[src/rtl/hft_pkg.sv]
// Shared market-data types and constants for the UART frame path.
// Used by the frame parser, the address mux and the book handler.
package hft_pkg;

  localparam logic [7:0]  SOF_BYTE_DEFAULT = 8'hA5;
  localparam int unsigned FRAME_LEN        = 8;

  localparam logic [7:0] OP_ADD    = 8'd0;
  localparam logic [7:0] OP_CANCEL = 8'd1;
  localparam logic [7:0] OP_TRADE  = 8'd2;

  // Frame parser FSM states
  typedef enum logic [2:0] {
    ST_IDLE    = 3'd0,
    ST_ADDR    = 3'd1,
    ST_OP      = 3'd2,
    ST_PAYLOAD = 3'd3,
    ST_CSUM    = 3'd4
  } state_t;

  // Decoded market-data message
  typedef struct packed {
    logic [7:0]  addr;
    logic [7:0]  op;
    logic [15:0] price;
    logic [15:0] qty;
  } md_msg_t;

endpackage

[src/rtl/sat_counter.sv]
// Saturating up-counter: increments on inc, holds at all-ones.
// Ports: clk, reset_n (async active-low), inc (count enable), cnt (value).
module sat_counter #(
  parameter int unsigned W = 8
) (
  input  logic         clk,
  input  logic         reset_n,
  input  logic         inc,
  output logic [W-1:0] cnt
);

  always_ff @(posedge clk or negedge reset_n) begin
    if (!reset_n) begin
      cnt <= '0;
    end else if (inc && (cnt != {W{1'b1}})) begin
      cnt <= cnt + W'(1);
    end
  end

endmodule

[src/rtl/uart_frame_parser.sv]
// Reassembles 8-byte market-data frames (SOF ADDR OP PRICE_H PRICE_L QTY_H
// QTY_L CSUM) from the UART byte stream, checks XOR checksum and opcode, and
// presents one decoded message over valid/ready. Dropped frames are counted.
// Ports:
//   clk, reset_n          clock, async active-low reset
//   rx_data, rx_valid     byte stream from the UART receiver
//   out_valid, out_ready  message handshake to the address mux
//   out_addr/op/price/qty decoded message fields
//   *_cnt                 saturating drop counters (csum, opcode, timeout, overflow)
//   busy                  high while a frame is in progress
module uart_frame_parser #(
  parameter logic [7:0]  SOF_BYTE    = hft_pkg::SOF_BYTE_DEFAULT,
  parameter int unsigned TIMEOUT_CYC = 100000,
  parameter int unsigned MAX_OP      = 2,
  parameter int unsigned CNT_W       = 8
) (
  input  logic             clk,
  input  logic             reset_n,
  input  logic [7:0]       rx_data,
  input  logic             rx_valid,
  output logic             out_valid,
  input  logic             out_ready,
  output logic [7:0]       out_addr,
  output logic [7:0]       out_op,
  output logic [15:0]      out_price,
  output logic [15:0]      out_qty,
  output logic [CNT_W-1:0] csum_err_cnt,
  output logic [CNT_W-1:0] op_err_cnt,
  output logic [CNT_W-1:0] timeout_cnt,
  output logic [CNT_W-1:0] ovf_cnt,
  output logic             busy
);

  import hft_pkg::*;

  localparam int unsigned TMO_W = $clog2(TIMEOUT_CYC + 1);

  state_t           state, next_state;
  logic [7:0]       xor_q;
  logic [7:0]       addr_q;
  logic [7:0]       op_q;
  logic [1:0]       idx;
  logic [31:0]      shadow;
  logic [TMO_W-1:0] idle_cnt;
  md_msg_t          out_msg;

  logic csum_err_c, op_err_c, ovf_c, timeout_c, load_c;

  // State register
  always_ff @(posedge clk or negedge reset_n) begin
    if (!reset_n) begin
      state <= ST_IDLE;
    end else begin
      state <= next_state;
    end
  end

  // Next-state and frame verdict
  always_comb begin
    next_state = state;
    csum_err_c = 1'b0;
    op_err_c   = 1'b0;
    ovf_c      = 1'b0;
    timeout_c  = 1'b0;
    load_c     = 1'b0;
    if ((state != ST_IDLE) && !rx_valid && (idle_cnt == TMO_W'(TIMEOUT_CYC - 1))) begin
      next_state = ST_IDLE;
      timeout_c  = 1'b1;
    end else if (rx_valid) begin
      case (state)
        ST_IDLE:    if (rx_data == SOF_BYTE) next_state = ST_ADDR;
        ST_ADDR:    next_state = ST_OP;
        ST_OP:      next_state = ST_PAYLOAD;
        ST_PAYLOAD: if (idx == 2'd3) next_state = ST_CSUM;
        ST_CSUM: begin
          next_state = ST_IDLE;
          // A pending message being accepted this cycle frees the slot
          if (rx_data != xor_q)              csum_err_c = 1'b1;
          else if (op_q > 8'(MAX_OP))        op_err_c   = 1'b1;
          else if (out_valid && !out_ready)  ovf_c      = 1'b1;
          else                               load_c     = 1'b1;
        end
        default:    next_state = ST_IDLE;
      endcase
    end
  end

  // Frame capture, running checksum and inter-byte idle counter
  always_ff @(posedge clk or negedge reset_n) begin
    if (!reset_n) begin
      xor_q    <= '0;
      addr_q   <= '0;
      op_q     <= '0;
      idx      <= '0;
      shadow   <= '0;
      idle_cnt <= '0;
    end else begin
      if ((state == ST_IDLE) || rx_valid) begin
        idle_cnt <= '0;
      end else begin
        idle_cnt <= idle_cnt + TMO_W'(1);
      end
      if (rx_valid) begin
        case (state)
          ST_IDLE: xor_q <= '0;
          ST_ADDR: begin
            addr_q <= rx_data;
            xor_q  <= xor_q ^ rx_data;
          end
          ST_OP: begin
            op_q  <= rx_data;
            xor_q <= xor_q ^ rx_data;
            idx   <= '0;
          end
          ST_PAYLOAD: begin
            shadow <= {shadow[23:0], rx_data};
            xor_q  <= xor_q ^ rx_data;
            idx    <= idx + 2'd1;
          end
          default: ;
        endcase
      end
    end
  end

  // Output message register and handshake
  always_ff @(posedge clk or negedge reset_n) begin
    if (!reset_n) begin
      out_msg   <= '0;
      out_valid <= 1'b0;
      busy      <= 1'b0;
    end else begin
      busy <= (next_state != ST_IDLE);
      if (load_c) begin
        out_msg.addr  <= addr_q;
        out_msg.op    <= op_q;
        out_msg.price <= shadow[31:16];
        out_msg.qty   <= shadow[15:0];
        out_valid     <= 1'b1;
      end else if (out_valid && out_ready) begin
        out_valid <= 1'b0;
      end
    end
  end

  assign out_addr  = out_msg.addr;
  assign out_op    = out_msg.op;
  assign out_price = out_msg.price;
  assign out_qty   = out_msg.qty;

  sat_counter #(.W(CNT_W)) u_csum_cnt (
    .clk(clk), .reset_n(reset_n), .inc(csum_err_c), .cnt(csum_err_cnt)
  );
  sat_counter #(.W(CNT_W)) u_op_cnt (
    .clk(clk), .reset_n(reset_n), .inc(op_err_c), .cnt(op_err_cnt)
  );
  sat_counter #(.W(CNT_W)) u_tmo_cnt (
    .clk(clk), .reset_n(reset_n), .inc(timeout_c), .cnt(timeout_cnt)
  );
  sat_counter #(.W(CNT_W)) u_ovf_cnt (
    .clk(clk), .reset_n(reset_n), .inc(ovf_c), .cnt(ovf_cnt)
  );

endmodule

[config.mk]
export PLATFORM = sky130hd
export DESIGN_NAME = uart_frame_parser
export DESIGN_NICKNAME = d
export VERILOG_FILES = /design/src/rtl/hft_pkg.sv /design/src/rtl/sat_counter.sv /design/src/rtl/uart_frame_parser.sv
export SDC_FILE = /design/constraint.sdc
export NUM_CORES = 1
export LEC_CHECK = 0
export BUFFER_PORTS_ARGS = -buffer_cell sky130_fd_sc_hd__clkbuf_2
export CAP_MARGIN = 25
export CORE_MARGIN = 2
export CORE_UTILIZATION = 42
export DETAILED_ROUTE_END_ITERATION = 12
export GPL_ROUTABILITY_DRIVEN = 0
export PLACE_DENSITY = 0.62
export SETUP_SLACK_MARGIN = 0.4
export SYNTH_ARGS = -nofsm -noshare
export SYNTH_HDL_FRONTEND = slang
export SYNTH_HIERARCHICAL = 1
export SYNTH_SLANG_ARGS = --single-unit
export TNS_END_PERCENT = 5
[constraint.sdc]
create_clock -name clk -period 7.1 [get_ports clk]
set_input_delay 2.13 -clock clk [delete_from_list [all_inputs] [get_ports clk]]
set_output_delay 2.13 -clock clk [all_outputs]
set_load 0.1 [all_outputs]
======== Word level (Yosys, flattened, before mapping) ========
Index checks and enable logic that the tools add are counted.
storage, ports and cells
  bits in registers ....................... 160
  latch bits .............................. 0
  memory bits (writable) .................. 0
  ROM bits ................................ 0
  bits of input ports ..................... 12
  output and inout port bits .............. 82
  word-level logic and storage cells ...... 92
  memories ................................ 0
operators by class
  add/sub/neg operators ................... 6
  $mul .................................... 0
  div/mod/pow operators ................... 0
  magnitude comparators ................... 1
  eq/ne operators ......................... 12
  shifts and indexed selects .............. 0
  mux-type cells .......................... 32
  bitwise gates (word level) .............. 1
  reduce and logical (&&, ||, !) cells .... 23
operator list
  kind                                                           count
  adder 8 x 1 -> 8 bit, second input constant                    4
  != test 8 bit, second input constant                           4
  2-to-1 mux 1 bit                                               24
  adder 17 x 1 -> 17 bit, second input constant                  1
  equality test 17 bit, second input constant                    1
  2-to-1 mux 17 bit                                              1
  case mux 8 bit (2 select lines)                                1
  2-to-1 mux 3 bit                                               4
  case mux 3 bit (4 select lines)                                1
  AND reduction 2 bit                                            5
  equality test 8 bit, second input constant                     1
  greater-than comparator 8 x 2 -> 1 bit, second input constant  1
  logical AND 1 bit                                              8
  != test 8 bit                                                  1
  bitwise XOR 8 bit                                              1
  equality test 3 x 2 -> 1 bit, second input constant            2
  nonzero test 2 bit                                             3
  nonzero test 3 bit                                             2
  case mux 2 bit (2 select lines)                                1
  equality test 3 x 1 -> 1 bit, second input constant            1
  equality test 3 bit, second input constant                     1
  zero test 3 bit                                                1
  OR reduction 3 bit                                             1
  adder 2 x 1 -> 2 bit, second input constant                    1
  other kinds (3)                                                4

======== Longest topological paths before layout ========
  word-level depth ........................ 9
  mapped depth ............................ 8
  mapped depth without buffers ............ 7

======== By module ========
Netlist, hierarchy kept.
modules (own cells, without submodules)
  module             times used  cells an instance  area each (µm²)
  uart_frame_parser  1           396                5322.6
  sat_counter        4           34                 407.9

======== Worst setup path before layout ========
Ideal clock, no wire load.
  kind .................................... in2reg
  from .................................... input rx_valid
  to ...................................... register u_tmo_cnt.cnt[5]
  arrival ................................. 3.919 ns
  slack ................................... 3.056 ns
  stages .................................. 7
  cells stage by stage .................... clkbuf_1 a21o_1 clkbuf_1 nor3_1 and4_4 nand3_2 mux2_4
on the way
  word-level cells in the longest chain between the ends .. 5
ends and longest elaborated chain
  what                             line                     source
  from (decl)                      uart_frame_parser.sv:20  input logic rx_valid,
  zero test 1 bit                  uart_frame_parser.sv:66  if ((state != ST_IDLE) && !rx_valid && (idle_cnt == TMO_W'(TIMEOUT_CYC - 1))) begin
  logical AND 1 bit (2 in series)  uart_frame_parser.sv:66
  2-to-1 mux 1 bit                 uart_frame_parser.sv:66
  net timeout_c                    uart_frame_parser.sv:47  logic csum_err_c, op_err_c, ovf_c, timeout_c, load_c;
  logical AND 1 bit                sat_counter.sv:15        end else if (inc && (cnt != {W{1'b1}})) begin
  to (signal assigned)             sat_counter.sv:16        cnt <= cnt + W'(1);
  to (decl)                        sat_counter.sv:9         output logic [W-1:0] cnt
The timed path passes the listed nets, and every way through them passes these cells.
A chain may end at the register's enable or synchronous reset.

======== Worst setup path in the final report ========
  from .................................... input rx_data[1]
  to ...................................... register u_op_cnt.cnt[5]
on the way
  word-level cells in the longest chain between the ends .. 6
ends and longest elaborated chain
  what                  line                     source
  from (decl)           uart_frame_parser.sv:19  input logic [7:0] rx_data,
  != test 8 bit         uart_frame_parser.sv:78  if (rx_data != xor_q) csum_err_c = 1'b1;
  2-to-1 mux 1 bit      uart_frame_parser.sv:78
  2-to-1 mux 1 bit      uart_frame_parser.sv:70  case (state)
  2-to-1 mux 1 bit      uart_frame_parser.sv:69  end else if (rx_valid) begin
  2-to-1 mux 1 bit      uart_frame_parser.sv:66
  net op_err_c          uart_frame_parser.sv:47
  logical AND 1 bit     sat_counter.sv:15
  to (signal assigned)  sat_counter.sv:16
  to (decl)             sat_counter.sv:9
The timed path passes the listed nets, and every way through them passes these cells.

==> results.txt <==
post-synthesis compound-gate area fraction = 8.222%
worst-skew pair later-pin latency = 420 ps
Clock Skews = 8.570 ps
initial antenna violation count = 0
Setup WS pre-CTS = 2555 ps
Bufs and invs on worst path = 1
Layout Cells excl Fill = 863
fin. max-slew vios = 0
Starting Density = 42.39%
kind of critical path = input port to flop
fin nets = 648
area of the multi-input gates = 2823 um^2
Setup Buffers After CTS = 0
xor and xnor fraction of the mapped netlist area = 3.275%
Arr. time, crit path = 4460 ps
Mapped Area = 6954 um^2
main combinational cell family by area after synthesis = multiplexers
layout cells sized above 1 = 37.79%
critical path, cell by cell = clkbuf_2 -> xor2_1 -> nor4_1 -> nand2_1 -> nor3_1 -> and4_4 -> nand3_2 -> mux2_4
Final Cell Area = 8270 um^2
die width = 132.7 um
Net Count, Synth = 550
Final Core Density = 50.41%
starting DRC count in detailed routing = 281
boundary pin count = 94
Critical Path Fanout Max = 7
drt pass-1 iters = 4
Critical Path Source = rx_data[1]
WP data required = 7410 ps
Post-DP Area = 7615 um^2
Yosys top cell area share = 57.57%
achievable clock frequency = 240.9 MHz
Root Buffer = clkbuf_16
post-layout minimum cycle time = 4151 ps
first-pass GRT wire length = 22520 um
CTS tree = yes
placed insts = 830
ys flop type = dfrtp_1
Final Setup Violations = 0
# rows = 47
measured slew at the worst slew-check pin = 832.2 ps
synthesized flop and latch total = 160
ant diodes = 0
sequential cell area = 4004 um^2
Final Hold Viols = 0
Design Power = 2.609 mW
largest net degree at the start of global routing = 109
vias in the first global route = 4509
area grow syn2layout = 18.93%
CP delay by family, top = simple AND/OR/NAND/NOR gates
PortBufs = 93
top cells by area, synth = dfrtp_1 58%, mux2_2 12%, mux2_4 3.0%, xor2_1 2.3%, nand2_1 1.8%
crit start category = input port
Simple-Gate Fraction of Synth Area = 11.17%
grt ovf = 0
max incr delay on CP = 600 ps
Syn Area/Cell = 13.07 um^2
DRT Wirelength = 13310 um
Remaining DRCs = 0
placed wire-length estimate = 9047 um
crit share post-route = 58.47%
multiplexer area fraction after synthesis = 16.77%
CTS Sinks = 160
die height = 132.7 um
GRT Util Overall = 15.85%
status = finished clean
H-tree depth = 4
Max transition margin = 44.45%
Via density = 5.248
Synth Instances = 532
DR WL/cell = 15.42 um
CP endpoint kind = flop
EDFF count, synth = 0
maximum root-to-sink buffer count = 2
Post-synth ARST share = 100.0%
R2R Path Start = op_q[4]$_DFFE_PN0P_
Warnings, synthesis = 6
Hold Slack = 483.4 ps
critical hold path startpoint = idle_cnt[0]$_DFF_PN0_
final worst slack = 2949 ps
Pwr Density = 315.5 nW/um^2
hold_buf cts = 0
Setup TNS Final = 0 ps
HP Class = flop to flop
area of the die = 17600 um^2
CTS buffer count = 17
Lkg Pwr = 3.887 nW
top cell type by total area after synthesis = dfrtp_1
Slowest cell on crit path = nor4_1
cts repair resizes = 0
clock slew at reported path FFs = 60 ps
unique cell type count in the Yosys netlist = 51
sequential element share of the synthesized area = 57.57%
remaining antenna violation count = 0
# fillers = 1443
Core Box Area = 16410 um^2
worst vdd ir = 0.2138 mV
RSZ-0062 raised after global routing = no
adder-cell share of the synthesized area = 1.080%
routed via count = 4529
Max Cap Viol = 0
-- sequential cells by signal, summed over array words and instances, names as in the netlist, 8 cells and up --
name            cells
u_tmo_cnt/cnt       8
out_addr            8
u_ovf_cnt/cnt       8
u_csum_cnt/cnt      8
op_q                8
addr_q              8
idle_cnt           17
xor_q               8
out_price          16
u_op_cnt/cnt        8
out_op              8
shadow             32
out_qty            16
-- final timing paths --
path | cells after the start | slack, ps | to
max in group asynchronous | 3 | 4230 | shadow[16]$_DFFE_PN0P_
min in group asynchronous | 1 | 1500 | out_price[1]$_DFFE_PN0P_
hold / removal | 1 | 480 | idle_cnt[0]$_DFF_PN0_
setup reg to reg | 7 | 4350 | u_ovf_cnt/cnt[5]$_DFFE_PN0P_
hold reg to reg | 1 | 480 | idle_cnt[0]$_DFF_PN0_
setup / recovery | 8 | 2950 | u_op_cnt/cnt[5]$_DFFE_PN0P_
-- report_power, final --
group / total, mW / switching (mW) / internal [mW] / leakage [nW]
logic: 0.418 / 0.197 / 0.221 / 1.48
clock network: 0.957 / 0.377 / 0.580 / 0.300
registers: 1.23 / 0.137 / 1.10 / 2.10
total: 2.61 / 0.712 / 1.90 / 3.89
-- kinds of logic after synthesis --
logic type / after synthesis
flops: 160
fa+ha+maj: 6
xor+xnor: 26
compound gates: 82
buf+inv: 24
mux: 99
simple gates: 135
-- layout make-up --
type                            count  area share (%)
Tap cell                          220           3.328
Sequential cell                   160           48.41
Clock inverter                     13           2.118
Inverter                            7          0.3177
Timing Repair Buffer               96           6.218
Clock buffer                       19           5.477
Multi-Input combinational cell    348           34.13
-- metal layers --
layer  up-vias  share of wire (%)  track usage (%)
met4         0                1.7            5.914
li1       2149                  -                -
met2       104                 48            24.93
met5         -                  0                0
met1      2260                 46            21.39
met3        16                4.1            3.908
-- Yosys cell counts, types with 3 or more instances --
master,count
a21oi_1,18
nor3_1,8
mux2_4,14
or3_1,4
inv_1,7
mux2_1,8
nand2_1,33
a311oi_2,4
and4_4,5
a41oi_1,8
nor2_1,21
nand2b_1,3
a21boi_0,4
nor4b_1,3
nor4_1,3
nor2b_1,8
xor2_1,18
nand3_1,16
a31oi_1,8
o21a_1,4
o21ai_0,22
dfrtp_1,160
and3_4,4
clkbuf_1,11
o211ai_1,4
nand3_2,4
xnor2_1,8
ha_1,6
mux2_2,76
and2_1,3
o21ai_2,4
nand4_1,9
-- placed cells by master, fill, tap and decap left out, types with 9 or more instances in the layout --
cell type and count:
xor2_1 18, mux2_2 76, mux2_4 14, nand3_1 15
nand4_1 9, o21ai_0 22, nor2_1 21, clkbuf_2 92
nand2_1 33, dfrtp_1 160, clkbuf_16 17, a21oi_1 18
Power figures use the tool's default switching activity.
